### src/rtl/phy_rx_lanes.sv
// phy_rx_lanes: multi-lane serial receiver on a single bit-rate clock.
// Each lane deserialises MSB-first, hunts for a comma, and after SYNC_COUNT
// aligned commas pushes its non-comma bytes into a small deskew FIFO.
// Once every lane is active and holds a byte, one column (a byte per lane)
// is popped and packed into a WORD_W-bit word, with the first byte in the MSB.
//
// Lane state | meaning
// SEARCH     | hunting for COMMA at any bit offset
// LOCK       | byte boundary assumed, counting consecutive aligned commas
// ACTIVE     | aligned; commas are idle, every other byte goes to the FIFO
module phy_rx_lanes #(
   parameter int         LANES      = 2,
   parameter int         WORD_W     = 32,
   parameter logic [7:0] COMMA      = 8'hBC,
   parameter int         SYNC_COUNT = 4,
   parameter int         FIFO_DEPTH = 4
) (
   input  logic              clk_32f,
   input  logic              reset,
   input  logic [LANES-1:0]  par_ser,
   output logic [LANES-1:0]  active_ser_par,
   output logic              valid_output,
   output logic [WORD_W-1:0] data_output,
   output logic              overflow_err
);
   localparam int COL_W = 8 * LANES;
   localparam int COLS  = WORD_W / COL_W;
   localparam int CW    = (SYNC_COUNT > 1) ? $clog2(SYNC_COUNT) : 1;
   localparam int AW    = (FIFO_DEPTH > 1) ? $clog2(FIFO_DEPTH) : 1;
   localparam int NW    = $clog2(FIFO_DEPTH + 1);
   localparam int KW    = (COLS > 1) ? $clog2(COLS) : 1;

   typedef enum logic [1:0] {
      ST_SEARCH = 2'd0,
      ST_LOCK   = 2'd1,
      ST_ACTIVE = 2'd2
   } lane_state_t;

   logic [7:0]        w_head [LANES];
   logic [LANES-1:0]  w_lane_active;
   logic [LANES-1:0]  w_empty;
   logic [LANES-1:0]  w_drop;
   logic              w_pop;
   logic [COL_W-1:0]  w_column;
   logic [WORD_W-1:0] w_next_word;
   logic [WORD_W-1:0] r_word;
   logic [KW-1:0]     r_col;

   function automatic logic [AW-1:0] ptr_inc(input logic [AW-1:0] p);
      return (p == AW'(FIFO_DEPTH - 1)) ? '0 : p + 1'b1;
   endfunction

   genvar gi;
   generate
      for (gi = 0; gi < LANES; gi++) begin : g_lane
         logic [7:0]    r_sr;
         lane_state_t   r_state;
         logic [2:0]    r_bit_cnt;
         logic [CW-1:0] r_comma_cnt;
         logic [7:0]    r_mem [FIFO_DEPTH];
         logic [AW-1:0] r_wptr;
         logic [AW-1:0] r_rptr;
         logic [NW-1:0] r_count;
         logic          w_push;
         logic          w_full;
         logic          w_wr;

         // a data byte is complete when the bit counter wraps in ACTIVE
         assign w_push             = (r_state == ST_ACTIVE) && (r_bit_cnt == 3'd7) && (r_sr != COMMA);
         assign w_full             = (r_count == NW'(FIFO_DEPTH));
         // a full FIFO still accepts a byte when a column leaves on the same edge
         assign w_wr               = w_push && (!w_full || w_pop);
         assign w_drop[gi]         = w_push && w_full && !w_pop;
         assign w_empty[gi]        = (r_count == '0);
         assign w_lane_active[gi]  = (r_state == ST_ACTIVE);
         assign w_head[gi]         = r_mem[r_rptr];

         // deserialiser and alignment state machine
         always_ff @(posedge clk_32f or posedge reset) begin
            if (reset) begin
               r_sr        <= '0;
               r_state     <= ST_SEARCH;
               r_bit_cnt   <= '0;
               r_comma_cnt <= '0;
            end else begin
               r_sr      <= {r_sr[6:0], par_ser[gi]};
               r_bit_cnt <= r_bit_cnt + 3'd1;
               case (r_state)
                  ST_SEARCH: begin
                     if (r_sr == COMMA) begin
                        r_bit_cnt   <= '0;
                        r_comma_cnt <= CW'(1);
                        r_state     <= (SYNC_COUNT == 1) ? ST_ACTIVE : ST_LOCK;
                     end
                  end
                  ST_LOCK: begin
                     if (r_bit_cnt == 3'd7) begin
                        if (r_sr == COMMA) begin
                           if (r_comma_cnt == CW'(SYNC_COUNT - 1)) r_state <= ST_ACTIVE;
                           else r_comma_cnt <= r_comma_cnt + 1'b1;
                        end else begin
                           r_comma_cnt <= '0;
                           r_state     <= ST_SEARCH;
                        end
                     end
                  end
                  ST_ACTIVE: r_state <= ST_ACTIVE;
                  default:   r_state <= ST_SEARCH;
               endcase
            end
         end

         // deskew FIFO pointers and occupancy
         always_ff @(posedge clk_32f or posedge reset) begin
            if (reset) begin
               r_wptr  <= '0;
               r_rptr  <= '0;
               r_count <= '0;
            end else begin
               if (w_wr)  r_wptr <= ptr_inc(r_wptr);
               if (w_pop) r_rptr <= ptr_inc(r_rptr);
               if (w_wr && !w_pop)      r_count <= r_count + 1'b1;
               else if (!w_wr && w_pop) r_count <= r_count - 1'b1;
            end
         end

         // deskew FIFO storage, no reset needed behind the pointers
         always_ff @(posedge clk_32f) begin
            if (w_wr) r_mem[r_wptr] <= r_sr;
         end
      end
   endgenerate

   assign active_ser_par = w_lane_active;
   assign w_pop          = (&w_lane_active) && !(|w_empty);
   assign w_next_word    = (r_word << COL_W) | WORD_W'(w_column);

   // lane 0 occupies the most significant byte of each column
   always_comb begin
      w_column = '0;
      for (int l = 0; l < LANES; l++) begin
         w_column[COL_W-1-8*l -: 8] = w_head[l];
      end
   end

   // word assembler: shift columns in, publish on the last one
   always_ff @(posedge clk_32f or posedge reset) begin
      if (reset) begin
         r_word       <= '0;
         r_col        <= '0;
         data_output  <= '0;
         valid_output <= 1'b0;
      end else begin
         valid_output <= 1'b0;
         if (w_pop) begin
            r_word <= w_next_word;
            if (r_col == KW'(COLS - 1)) begin
               r_col        <= '0;
               data_output  <= w_next_word;
               valid_output <= 1'b1;
            end else begin
               r_col <= r_col + 1'b1;
            end
         end
      end
   end

   // sticky record of any byte lost to a full FIFO
   always_ff @(posedge clk_32f or posedge reset) begin
      if (reset) overflow_err <= 1'b0;
      else       overflow_err <= overflow_err | (|w_drop);
   end

endmodule

### config.mk
export PLATFORM = sky130hd
export DESIGN_NAME = phy_rx_lanes
export DESIGN_NICKNAME = d
export VERILOG_FILES = /design/src/rtl/phy_rx_lanes.sv
export SDC_FILE = /design/constraint.sdc
export NUM_CORES = 1
export LEC_CHECK = 0
export ABC_AREA = 0
export CAP_MARGIN = 20
export CORE_AREA = 2 2 107 109
export CTS_BUF_LIST = sky130_fd_sc_hd__clkbuf_4 sky130_fd_sc_hd__clkbuf_8 sky130_fd_sc_hd__clkbuf_16
export DETAILED_ROUTE_END_ITERATION = 8
export DIE_AREA = 0 0 109 111
export PLACE_DENSITY = 0.81
export SETUP_SLACK_MARGIN = 0.15
export SLEW_MARGIN = 30
export SYNTH_ARGS = -nofsm -noshare
export SYNTH_HDL_FRONTEND = slang
export SYNTH_SLANG_ARGS = --single-unit
### constraint.sdc
create_clock -name clk_32f -period 4.3 [get_ports clk_32f]
set_input_delay 0.86 -clock clk_32f [delete_from_list [all_inputs] [get_ports clk_32f]]
set_output_delay 0.86 -clock clk_32f [all_outputs]
set_load 0.01 [all_outputs]
==> key figures <==
Pwr
  – Cell leakage power: 3.09 nW
  – Clock share of power: between 40% and 50%
  – Fraction of power spent switching nets: 20.2%
  – Worst supply voltage drop on vdd: around 0.25 mV
  – Switching pwr: ~0.65 mW
  – Register share of total power: 50.9%
  – Combinational Power Share: ~3.4%
  – Internal power: ~2.6 mW
  – P per Cell Area: 436 nW/um^2

Synthesis
  – Syn nets: 389
  – Library cell occupying the most area in the post-synthesis netlist: dfrtp_1
  – Number of flops mapped to enable cells by yosys: 64
  – Synthesized area: ~6200 sq um
  – Flip-flop cell with the highest count after synthesis: dfrtp_1
  – Synthesized area divided by synthesized cell count: around 17 sq um
  – Flip-flop and latch count after synthesis: between 150 and 200
  – Synthesized netlist cell count: between 300 and 400
  – Yosys warns: 0
  – Sequential cell area fraction in the yosys report: between 60% and 70%
  – Share of the synthesized area in the top cell type: a little under two fifths
  – Count of different cell masters after synthesis: 37
  – Fraction of synthesis flops using an asynchronous set or reset pin: around three fifths
  – Area contributors post-synth: dfrtp_1, edfxtp_1, mux2_2, mux4_2, ha_1

Die
  – Overall die width: 109 microns
  – Initial Utilization: roughly 56%
  – Die Area: around 12000 sq um
  – Cell row count: 39
  – Number of top-level pins: 40
  – Die outline height: roughly 110 microns
  – Core Region: about 11000 sq um

Drt
  – Via-to-Cell Ratio: 5.52
  – ANT nets after route: 0
  – Via total after detailed routing: approximately 3100
  – Routed length per placed instance: about 17 microns
  – Total detailed-routing wirelength: just under 10 mm
  – Initial drt markers: ~220
  – Number of iterations in the first detailed-routing pass: 4
  – Residual DRC count: 0

Clocking
  – Clock sinks: roughly 160
  – CTS tree: built
  – Count of H-tree levels built during CTS: 4
  – Number of buffers inserted for hold repair after clock tree synthesis: 0
  – Master cell of the clock root buffer: clkbuf_16
  – Maximum count of clock buffers along a single path: 2
  – Number of gates given a new drive strength after cts: 0
  – CTS buffer count: 17
  – Clock latency on the worst-skew pair: between 0.4 and 0.5 ns
  – Number of setup buffers added after CTS: 0
  – CTS clock-pin slew for the worst setup and hold paths: 0.06 ns

Worst setup path
  – Critical path's slowest cell: or4_1
  – Data arrival time at the worst-slack endpoint: about 3.1 ns
  – Required time of the worst setup path: about 4.6 ns
  – Start of the worst register-to-register path: g_lane[1].r_sr[6]
  – Delay of the slowest cell on the worst path: roughly 0.62 ns
  – Kind of end point of the critical path: register
  – Destination of the worst register-to-register timing path: g_lane[1].r_count[1]
  – WS Path Type: reg -> reg
  – Critical path fanouts, max: 7
  – Setup slack on the worst flop-to-flop path: roughly 1.6 ns
  – Cell count of the worst reg-to-reg path: 7
  – Type of element launching the critical path: register
  – Cells along the critical path: nand4b_1, or4_1, and4_1, ha_1, inv_1, fa_1, mux2_2

Finish
  – Post-layout utilization of the core: between 60% and 70%
  – Fraction of final layout cells sized beyond drive strength 1: a little over a quarter
  – Leading cell types in the layout, fill and taps excluded: dfrtp_1, edfxtp_1, mux2_2, clkdlybuf4s50_1, clkbuf_16
  – Number of fill cells: ~700
  – Net total in the final layout: approximately 440
  – Final antenna diode count: 0
  – Most common library cell in the layout ignoring fill and taps: dfrtp_1
  – Synthesis-to-finish area growth: 18.2%

STA
  – Headroom to the max-slew limit: about three fifths
  – RSZ-0062 raised after global routing: false
  – FMAX: 0.364 GHz
  – Hold Slack: roughly 0.43 ns
  – Pins Over Slew Limit: 0
  – Final Setup Violations: 0
  – Crit share post-route: approximately 64%
  – Setup TNS after final layout: 0 ns
  – Final critical delay including setup and external delays: 2.75 ns
  – Slew of the pin with the lowest slew margin: roughly 0.6 ns
  – Number of hold-slack violations in the final timing report: 0
  – Post-route clock skew: 0.00740 ns

Global route
  – Number of antenna violations at the first check in global routing: 0
  – Wire length of the first global-routing pass: around 17 mm
  – Pin count of the biggest net entering global routing: 45
  – Total grt overflow: 0
  – Total routing usage reported by global routing: ~18%
  – Vias in the first global route: roughly 3300

Outcome
  – Status: finished clean

Hold path
  – Hold/Removal Path Class: reg -> reg
  – Worst hold path depth: 1
  – HP Start: g_lane[0].r_bit_cnt[0]
  – Min-Delay Endpoint: g_lane[0].r_bit_cnt[0]

Placement
  – Count of input and output buffers: 39
  – HPWL after detailed placement: between 6 and 7 mm
  – Gpl congestion: ~0.74

Job
  – Total of max-cap violations: 0
-- how the worst max path moves through the flow --
stage / end / cells after the start / slack, ns / start
3_3_place_gp: g_lane[1].r_count[1] / 7 / 1.67 / g_lane[1].r_sr[6]
6_report: g_lane[1].r_count[1] / 7 / 1.55 / g_lane[1].r_sr[6]
5_1_grt: g_lane[1].r_count[1] / 7 / 1.38 / g_lane[1].r_sr[6]
3_5_place_dp: g_lane[1].r_count[1] / 7 / 1.60 / g_lane[1].r_sr[6]
4_1_cts: g_lane[1].r_count[1] / 7 / 1.55 / g_lane[1].r_sr[6]
2_1_floorplan: data_output[0] / 1 / 0.96 / reset
-- power groups by stage --
stage          combinational, mW  clock [mW]  sequential [mW]
6_report                   0.111        1.47             1.63
5_1_grt                    0.132        1.56             1.64
3_3_place_gp               0.104           0             1.66
4_1_cts                    0.113        1.49             1.63
3_5_place_dp               0.111           0             1.66
2_1_floorplan             0.0847           0             1.66
-- Yosys cell counts, types with 5 or more instances --
library cell	number
dfrtp_1	95
edfxtp_1	64
mux2_2	54
ha_1	18
mux4_2	16
nor2_1	16
inv_1	14
a21oi_1	8
buf_2	8
nand2_1	7
nor3_1	6
xor2_1	5
-- critical path, delay by kind of cell, from the launching register on --
kind	cells	cell delay (ns)
fa+ha+maj	2	0.65
buf+inv	1	0.08
flops	1	0.43
mux	1	0.27
simple gates	3	1.21
-- kinds of logic after synthesis --
family | count (synthesis) | synth area share [%]
AOI/OAI and AO/OA | 19 | 2.03
xor gates and xnor gates | 7 | 0.983
adders and majority gates | 20 | 4.25
buffers and inverters | 27 | 1.93
DFF | 159 | 68.9
muxes | 74 | 16.4
and+or+nand+nor | 59 | 5.52
-- per-layer routing --
metal | vias to the layer above | part of all wire [%] | global-route usage, %
li1 | 1452 | - | -
met1 | 1609 | 44 | 25.0
met2 | 70 | 50 | 28.5
met3 | 12 | 4.3 | 5.23
met4 | 0 | 1.5 | 7.18
met5 | - | 0 | 0
-- stage by stage --
step	power (mW)	cells	setup slack (ns)	instance area [sq um]
global route	3.33	569	1.38	7370
finish	3.21	569	1.55	7370
floorplan	1.74	365	0.963	6240
CTS	3.24	569	1.55	7370
detailed placement	1.77	538	1.60	6780
global placement	1.76	538	1.67	6780
-- layout make-up --
type                            instances  area (sq um)  share of cell area, %
Tap cell                              143           179                   2.43
Inverter                               14          55.1                  0.747
Clock inverter                          8          76.3                   1.04
Timing Repair Buffer                   43           420                   5.70
Clock buffer                           23           518                   7.03
Sequential cell                       159          4300                   58.3
Multi-Input combinational cell        179          1820                   24.7
-- sequential cells by signal (all words and copies together), names as in the netlist --
| signal | count |
|---|---|
| r_word | 16 |
| g_lane.r_wptr | 4 |
| g_lane.r_state | 4 |
| g_lane.r_comma_cnt | 4 |
| g_lane.r_bit_cnt | 6 |
| r_col | 1 |
| valid_output | 1 |
| data_output | 32 |
| g_lane.r_mem | 64 |
| g_lane.r_count | 6 |
| overflow_err | 1 |
| g_lane.r_sr | 16 |
| g_lane.r_rptr | 4 |
(Power assumes the default switching activity.)
